===== src/rtl/vga_timing_pkg.sv =====
// Default 640x480@60 Hz VGA timing constants, sync window bounds and the
// screen coordinate type shared by the sync generator and the pixel generator.
package vga_timing_pkg;

   localparam int H_DISPLAY = 640;
   localparam int H_FRONT   = 16;
   localparam int H_SYNC    = 96;
   localparam int H_BACK    = 48;
   localparam int V_DISPLAY = 480;
   localparam int V_FRONT   = 10;
   localparam int V_SYNC    = 2;
   localparam int V_BACK    = 33;

   localparam int H_TOTAL = H_DISPLAY + H_FRONT + H_SYNC + H_BACK;
   localparam int V_TOTAL = V_DISPLAY + V_FRONT + V_SYNC + V_BACK;

   localparam int H_SYNC_START = H_DISPLAY + H_FRONT;
   localparam int H_SYNC_END   = H_SYNC_START + H_SYNC - 1;
   localparam int V_SYNC_START = V_DISPLAY + V_FRONT;
   localparam int V_SYNC_END   = V_SYNC_START + V_SYNC - 1;

   typedef logic [9:0] coord_t;

   // Inclusive window test used for both sync pulses.
   function automatic logic in_span(input coord_t v, input coord_t lo, input coord_t hi);
      return (v >= lo) && (v <= hi);
   endfunction

endpackage


===== src/rtl/pixel_tick_div.sv =====
// Divides the system clock down to a one-clock pixel enable every CLK_DIV clocks.
module pixel_tick_div #(
   parameter int CLK_DIV = 4
) (
   input  logic clk,
   input  logic reset,
   output logic p_tick
);

   localparam int CW = (CLK_DIV > 1) ? $clog2(CLK_DIV) : 1;
   localparam logic [CW-1:0] DIV_LAST = CW'(CLK_DIV - 1);

   logic [CW-1:0] div_cnt;

   always_ff @(posedge clk) begin
      if (reset || (div_cnt == DIV_LAST))
         div_cnt <= '0;
      else
         div_cnt <= div_cnt + 1'b1;
   end

   // With CLK_DIV=1 the counter is pinned at 0, so the enable is always high.
   assign p_tick = (div_cnt == DIV_LAST);

endmodule


===== src/rtl/vga_sync_gen.sv =====
// VGA raster timing: pixel/line counters, registered active-low syncs and video_on.
// Define VGA_SYNC_FRAME_CNT_EN to add the frame_cnt / frame_tick outputs.
module vga_sync_gen
   import vga_timing_pkg::coord_t;
   import vga_timing_pkg::in_span;
#(
   parameter int CLK_DIV   = 4,
   parameter int H_DISPLAY = vga_timing_pkg::H_DISPLAY,
   parameter int H_FRONT   = vga_timing_pkg::H_FRONT,
   parameter int H_SYNC    = vga_timing_pkg::H_SYNC,
   parameter int H_BACK    = vga_timing_pkg::H_BACK,
   parameter int V_DISPLAY = vga_timing_pkg::V_DISPLAY,
   parameter int V_FRONT   = vga_timing_pkg::V_FRONT,
   parameter int V_SYNC    = vga_timing_pkg::V_SYNC,
   parameter int V_BACK    = vga_timing_pkg::V_BACK
) (
   input  logic       clk,
   input  logic       reset,
   output logic       hsync,
   output logic       vsync,
   output logic       video_on,
   output logic       p_tick,
   output logic [9:0] pixel_x,
   output logic [9:0] pixel_y
`ifdef VGA_SYNC_FRAME_CNT_EN
   ,
   output logic [7:0] frame_cnt,
   output logic       frame_tick
`endif
);

   localparam int H_TOTAL = H_DISPLAY + H_FRONT + H_SYNC + H_BACK;
   localparam int V_TOTAL = V_DISPLAY + V_FRONT + V_SYNC + V_BACK;

   localparam coord_t H_LAST   = coord_t'(H_TOTAL - 1);
   localparam coord_t V_LAST   = coord_t'(V_TOTAL - 1);
   localparam coord_t H_VIS    = coord_t'(H_DISPLAY);
   localparam coord_t V_VIS    = coord_t'(V_DISPLAY);
   localparam coord_t HS_START = coord_t'(H_DISPLAY + H_FRONT);
   localparam coord_t HS_END   = coord_t'(H_DISPLAY + H_FRONT + H_SYNC - 1);
   localparam coord_t VS_START = coord_t'(V_DISPLAY + V_FRONT);
   localparam coord_t VS_END   = coord_t'(V_DISPLAY + V_FRONT + V_SYNC - 1);

   coord_t h_cnt, v_cnt;
   coord_t h_nxt, v_nxt;

   pixel_tick_div #(
      .CLK_DIV (CLK_DIV)
   ) u_tick_div (
      .clk    (clk),
      .reset  (reset),
      .p_tick (p_tick)
   );

   always_comb begin
      h_nxt = h_cnt;
      v_nxt = v_cnt;
      if (p_tick) begin
         if (h_cnt == H_LAST) begin
            h_nxt = '0;
            v_nxt = (v_cnt == V_LAST) ? '0 : v_cnt + 1'b1;
         end else begin
            h_nxt = h_cnt + 1'b1;
         end
      end
   end

   // Syncs are decoded from the next-state counts so they change on the same
   // edge as the coordinate that enters or leaves the sync window.
   always_ff @(posedge clk) begin
      if (reset) begin
         h_cnt <= '0;
         v_cnt <= '0;
         hsync <= 1'b1;
         vsync <= 1'b1;
      end else begin
         h_cnt <= h_nxt;
         v_cnt <= v_nxt;
         hsync <= ~in_span(h_nxt, HS_START, HS_END);
         vsync <= ~in_span(v_nxt, VS_START, VS_END);
      end
   end

   assign pixel_x  = h_cnt;
   assign pixel_y  = v_cnt;
   assign video_on = (h_cnt < H_VIS) && (v_cnt < V_VIS);

`ifdef VGA_SYNC_FRAME_CNT_EN
   logic frame_wrap;
   assign frame_wrap = p_tick && (h_cnt == H_LAST) && (v_cnt == V_LAST);

   always_ff @(posedge clk) begin
      if (reset) begin
         frame_cnt  <= '0;
         frame_tick <= 1'b0;
      end else begin
         frame_tick <= frame_wrap;
         if (frame_wrap)
            frame_cnt <= frame_cnt + 1'b1;
      end
   end
`endif

endmodule


===== config.mk =====
export PLATFORM = sky130hd
export DESIGN_NAME = vga_sync_gen
export DESIGN_NICKNAME = d
export VERILOG_FILES = /design/src/rtl/vga_timing_pkg.sv /design/src/rtl/pixel_tick_div.sv /design/src/rtl/vga_sync_gen.sv
export SDC_FILE = /design/constraint.sdc
export NUM_CORES = 1
export LEC_CHECK = 0
export ABC_AREA = 1
export BUFFER_PORTS_ARGS = -buffer_cell sky130_fd_sc_hd__clkbuf_2
export CAP_MARGIN = 20
export CELL_PAD_IN_SITES_DETAIL_PLACEMENT = 0
export CELL_PAD_IN_SITES_GLOBAL_PLACEMENT = 1
export CORE_MARGIN = 4
export CORE_UTILIZATION = 41
export DETAILED_ROUTE_END_ITERATION = 10
export PLACE_DENSITY = 0.8
export SKIP_CTS_REPAIR_TIMING = 1
export SYNTH_ARGS = -nofsm -noshare
export SYNTH_HDL_FRONTEND = slang
export SYNTH_SLANG_ARGS = --single-unit

===== constraint.sdc =====
create_clock -name clk -period 3 [get_ports clk]
set_input_delay 0.3 -clock clk [delete_from_list [all_inputs] [get_ports clk]]
set_output_delay 0.3 -clock clk [all_outputs]
set_load 0.01 [all_outputs]

==> run_results.csv, run 1 <==
group,metric,value,unit
synthesis,yosys_warnings,0,
timing,final-hold-violation-count,0,
synthesis,synth_flop_cell,"dfxtp_1",
status,outcome,"complete, no violations",
synthesis,synth_area_leader_cell,"dfxtp_1",
synthesis,ys_types,33,
pwr,irDropWorstVdd,0.000319,V
synthesis,synth_top_cell_area_share,0.338,
synthesis,synth_common_cells,"55 x nand2_1, 39 x nor2_1, 27 x inv_1",
synthesis,avgSynthCellArea,6.67,um2
route,wl_met3,189,um
route,drt-initial-drc-count,66,
placed_design,placed_cell_area,1590,um2
timing,setup_viol,0,
clocking,cts_buffers,3,
pwr,p_leak,0.788,nW
timing,grt_setup_unrepaired,"no",
hold_path,hold_path_class,"input pin to flip-flop",
route,wl_met2,1.46,mm
timing,min_period,1.88,ns
synthesis,synth-async-reset-ratio,0,
setup_path,crit_fanout,11,
timing,fin_setup_tns,0,ns
finish,layout-drive-gt1-share,0.179,
synthesis,synth_edf_count,0,
global_route,antenna_found_initial,0,
clocking,cts_buffer_depth,2,
route,vias,1379,
die,start_util,0.426,
route,drt-vias-per-instance,4.82,
die,die_h,66.9,um
finish,finalNetCount,247,
setup_path,critPathKind,"flip-flop to flip-flop",
die,fp.dieArea,4470,um2
timing,fin_ws,1.12,ns
clocking,htreeDepth,1,
die,rows,21,
clocking,cts.reportedPaths.clkPinSlew,0.14,ns
route,wl_met1,1.82,mm
route,top_layer_used,"met4",
global_route,grt_max_degree,15,
synthesis,synth_seq_area_share,0.338,
clocking,cts_tree,"yes",
route,drc,0,
global_route,first_global_vias,1313,
die,ioPinCount,26,
route,wl_per_cell,12.2,um
pwr,p_per_area,366,nW/um2
placed_design,port_buffers,25,
synthesis,synth_nets,219,
timing,skew,0.00636,ns
timing,max_slew.worst_pin.slew,0.514,ns
clocking,clkSinkCount,24,
synthesis,ys_ff_latch,24,
route,drtPass1Iterations,4,
die,die_x,66.9,um
placed_design,dp.cells,282,
placed_design,gp_congestion,0.793,
timing,drv_slew,0,
global_route,grt_pass1_wl,6.15,mm
global_route,grt_overflow,0,
setup_path,cp-start-kind,"flip-flop",
synthesis,syn_inst,213,
timing,slew_headroom,0.658,
synthesis,synth_most_common_cell,"nand2_1",
route,ant_nets,0,
setup_path,cp.arrival,2.16,ns
clocking,cts-root-buf,"clkbuf_4",
finish,antenna_cells,0,
timing,finalCritPeriodShare,0.626,
job,maxCapViolations,0,
finish,area_growth,15.7,%
synthesis,yosys-top-cells-area,"dfxtp_1 34%, nand2_1 15%, nor2_1 10%",
clocking,clock_latency,0.32,ns
finish,fin_cells,286,
synthesis,netlist_area,1420,um2
die,core_area,3340,um2
placed_design,place_hpwl,2.74,mm
timing,fmax,0.533,GHz
placed_design,post-place-ws,1.11,ns
setup_path,cp-end-kind,"flip-flop",
setup_path,required,3.28,ns
finish,design_area,1640,um2
route,wl,3.50,mm
global_route,grt_use_total,0.182,
finish,fin_util,0.493,
-- kinds of logic after synthesis --
logic type | synth area share
AO/OA/AOI/OAI | 0.0669
XOR/XNOR | 0.0247
adder cells (fa/ha/maj) | 0.0352
buffers and inverters | 0.0986
flip-flops | 0.338
AND/OR/NAND/NOR | 0.437
-- cells in the final DEF (no fill, tap or decap), types with 2 or more instances in the layout --
master and n:
nor2_1 39, a21oi_1 4, clkbuf_4 3, nand3_1 15, clkbuf_2 25, nor3_4 2
nor3_1 2, o21bai_1 2, nand2_1 55, o21ai_0 6, dfxtp_1 24, nand4_1 7
xor2_1 2, inv_2 2, nor2_2 2, xnor2_1 2, nand4_2 2, ha_1 4
inv_1 27
-- path summary, 6_finish.rpt --
kind	start	end	slack [ns]	cells past startpoint
max	u_tick_div.div_cnt[0]	hsync	1.12	8
min	reset	pixel_x[1]	0.34	2
max reg2reg	u_tick_div.div_cnt[0]	hsync	1.12	8
min reg2reg	u_tick_div.div_cnt[0]	u_tick_div.div_cnt[0]	0.43	1
-- layout make-up --
class                           count  area (um2)
Fill cell                         363        1690
Multi-Input combinational cell    155         801
Sequential cell                    24         480
Timing Repair Buffer               26         133
Inverter                           31         120
Tap cell                           46        57.6
Clock inverter                      1        30.0
Clock buffer                        3        22.5
-- per-layer routing --
metal / vias to the layer above / GRT usage
met5: - / 0
met3: 4 / 0.0287
met2: 37 / 0.281
li1: 734 / -
met4: 0 / 0.0608
met1: 604 / 0.254
-- power by group --
| part | internal (W) | switching, W | total, W |
|---|---|---|---|
| sequential | 0.000324 | 0.00000372 | 0.000328 |
| combinational | 0.0000105 | 0.0000231 | 0.0000336 |
| clock | 0.000135 | 0.000104 | 0.000240 |
| total | 0.000470 | 0.000131 | 0.000601 |
-- state kept, by name (all words and copies together), names as in the netlist --
register / count
pixel_y: 10
hsync: 1
u_tick_div.div_cnt: 2
vsync: 1
pixel_x: 10
-- per-stage QoR --
| step | hold WS, ns | power, W |
|---|---|---|
| 5_1_grt | 0.364 | 0.000631 |
| 3_5_place_dp | 0.418 | 0.000369 |
| 6_report | 0.342 | 0.000601 |
| 4_1_cts | 0.341 | 0.000609 |
| 2_1_floorplan | 0.379 | 0.000360 |
| 3_3_place_gp | 0.405 | 0.000369 |
-- critical path: stages (launching register included) --
cell,delay [ns]
dfxtp_1,0.36
ha_1,0.48
inv_4,0.09
nor3_4,0.28
nand4_2,0.13
or2_1,0.26
nor2_2,0.10
nor2_1,0.05
nand3_1,0.07
Note: power is estimated with default switching activity, not from simulation.
==> inputs of run 2 (changes only) <==
Settings changed: CORE_UTILIZATION 41 to 38, PLACE_DENSITY 0.8 to 0.75.
Clock period 3 ns to 1.8 ns, I/O delays scaled along.
==> run 2 against run 1 <==
  * Critical path depth is 4 higher
  * First-iteration DRC count is 14% higher
  * Clock power is 100% higher
  * Sequential power is 67% higher
  * Combinational power is 100% higher
  * Clock skew is 0.0036 ns lower
==> run_results.csv, run 2 (same netlist as run 1, synthesis figures left out) <==
group,metric,value,unit
pwr,p_leak,0.814,nW
placed_design,gp_congestion,0.875,
timing,drv_slew,0,
timing,grt_setup_unrepaired,"yes",
timing,skew,0.00274,ns
finish,antenna_cells,0,
clocking,cts.reportedPaths.clkPinSlew,0.09,ns
clocking,cts_buffers,3,
route,drtPass1Iterations,4,
global_route,grt_max_degree,17,
clocking,cts_buffer_depth,2,
timing,fmax,0.598,GHz
route,wl_met2,1.64,mm
route,vias,1425,
finish,layout-drive-gt1-share,0.235,
timing,setup_viol,0,
global_route,first_global_vias,1311,
status,outcome,"complete, no violations",
die,rows,21,
die,start_util,0.410,
finish,fin_util,0.506,
clocking,htreeDepth,1,
setup_path,required,1.97,ns
die,ioPinCount,26,
setup_path,critPathKind,"flip-flop to flip-flop",
clocking,clkSinkCount,24,
clocking,cts-root-buf,"clkbuf_8",
timing,finalHoldWorstSlack,0.286,ns
finish,finalNetCount,250,
setup_path,r2r_slack,0.13,ns
timing,final-hold-violation-count,0,
die,die_h,69.2,um
hold_path,hold_path_class,"input pin to flip-flop",
global_route,grt_overflow,0,
timing,max_slew.worst_pin.slew,0.366,ns
route,wl_met3,196,um
die,fp.dieArea,4780,um2
setup_path,cp.arrival,1.84,ns
global_route,grt_use_total,0.162,
timing,finalCritPeriodShare,0.929,
route,top_layer_used,"met4",
timing,slew_headroom,0.750,
route,wl_per_cell,12.8,um
finish,final_common_cell,"nand2_1",
timing,min_period,1.67,ns
die,die_x,69.2,um
placed_design,place_hpwl,2.96,mm
global_route,antenna_found_initial,0,
finish,area_growth,23.6,%
placed_design,port_buffers,25,
route,drc,0,
route,wl_met1,1.84,mm
route,drt-initial-drc-count,75,
pwr,irDropWorstVdd,0.000363,V
route,drt-vias-per-instance,4.93,
route,wl,3.70,mm
finish,final_cell_mix,"53 x nand2_1, 37 x nor2_1, 26 x inv_1",
clocking,clock_latency,0.27,ns
setup_path,crit_fanout,5,
global_route,grt_pass1_wl,6.35,mm
clocking,cts_tree,"yes",
timing,fin_ws,0.129,ns
placed_design,post-place-ws,-0.0257,ns
setup_path,cp-start-kind,"flip-flop",
setup_path,cp-end-kind,"flip-flop",
job,maxCapViolations,0,
route,ant_nets,0,
pwr,p_per_area,625,nW/um2
die,core_area,3470,um2
## run 2: cell count changes in the layout (fill, tap and decap cells not counted), moves of 3 or more
cell      delta
clkbuf_4     -3
clkbuf_8     +3
dfxtp_1      -3
o21ai_0      -3
o21ai_1      +3
## run 2: where the power goes
group / total (W) / switching (W) / internal (W)
logic: 0.0000671 / 0.0000422 / 0.0000250
registers: 0.000549 / 0.0000105 / 0.000538
clock network: 0.000482 / 0.000184 / 0.000298
## run 2: area by class of cell
| cell class | count | area (um2) |
|---|---|---|
| sequential | 24 | 489 |
| inverter | 31 | 124 |
| clock inverter | 1 | 30.0 |
| timing repair buffer | 29 | 168 |
| multi-input combinational | 155 | 847 |
| tap | 46 | 57.6 |
| clock buffer | 3 | 41.3 |
| fill | 369 | 1710 |
## run 2: worst paths after layout
| path | start | endpoint | cells after the start |
|---|---|---|---|
| max reg2reg | pixel_x[0] | vsync | 12 |
| min | reset | pixel_x[1] | 2 |
| max | pixel_x[0] | vsync | 12 |
| min reg2reg | u_tick_div.div_cnt[0] | u_tick_div.div_cnt[0] | 1 |
## run 2: critical path, stage by stage (launching register included)
cell	delay (ns)
dfxtp_4	0.38
ha_4	0.15
nand2_2	0.07
nor2_4	0.15
nand4_4	0.17
inv_4	0.11
nand2_1	0.06
nand2_2	0.07
inv_1	0.04
nor2_2	0.13
nand2_1	0.08
nor2_1	0.11
nand2_1	0.05
## run 2: per-layer routing
| layer | up-vias | track usage |
|---|---|---|
| met1 | 646 | 0.237 |
| met2 | 33 | 0.246 |
| met4 | 0 | 0.0347 |
| met3 | 4 | 0.0320 |
| met5 | - | 0 |
| li1 | 742 | - |
## run 2: per-stage QoR
step / power (W) / cell area (um2) / instances / TNS [ns]
4_1_cts: 0.00111 / 1680 / 287 / -0.0492
5_1_grt: 0.00114 / 1760 / 289 / -0.0144
6_report: 0.00110 / 1760 / 289 / 0
2_1_floorplan: 0.000600 / 1420 / 213 / 0
3_5_place_dp: 0.000622 / 1610 / 283 / -0.0257
3_3_place_gp: 0.000621 / 1610 / 283 / -0.0129
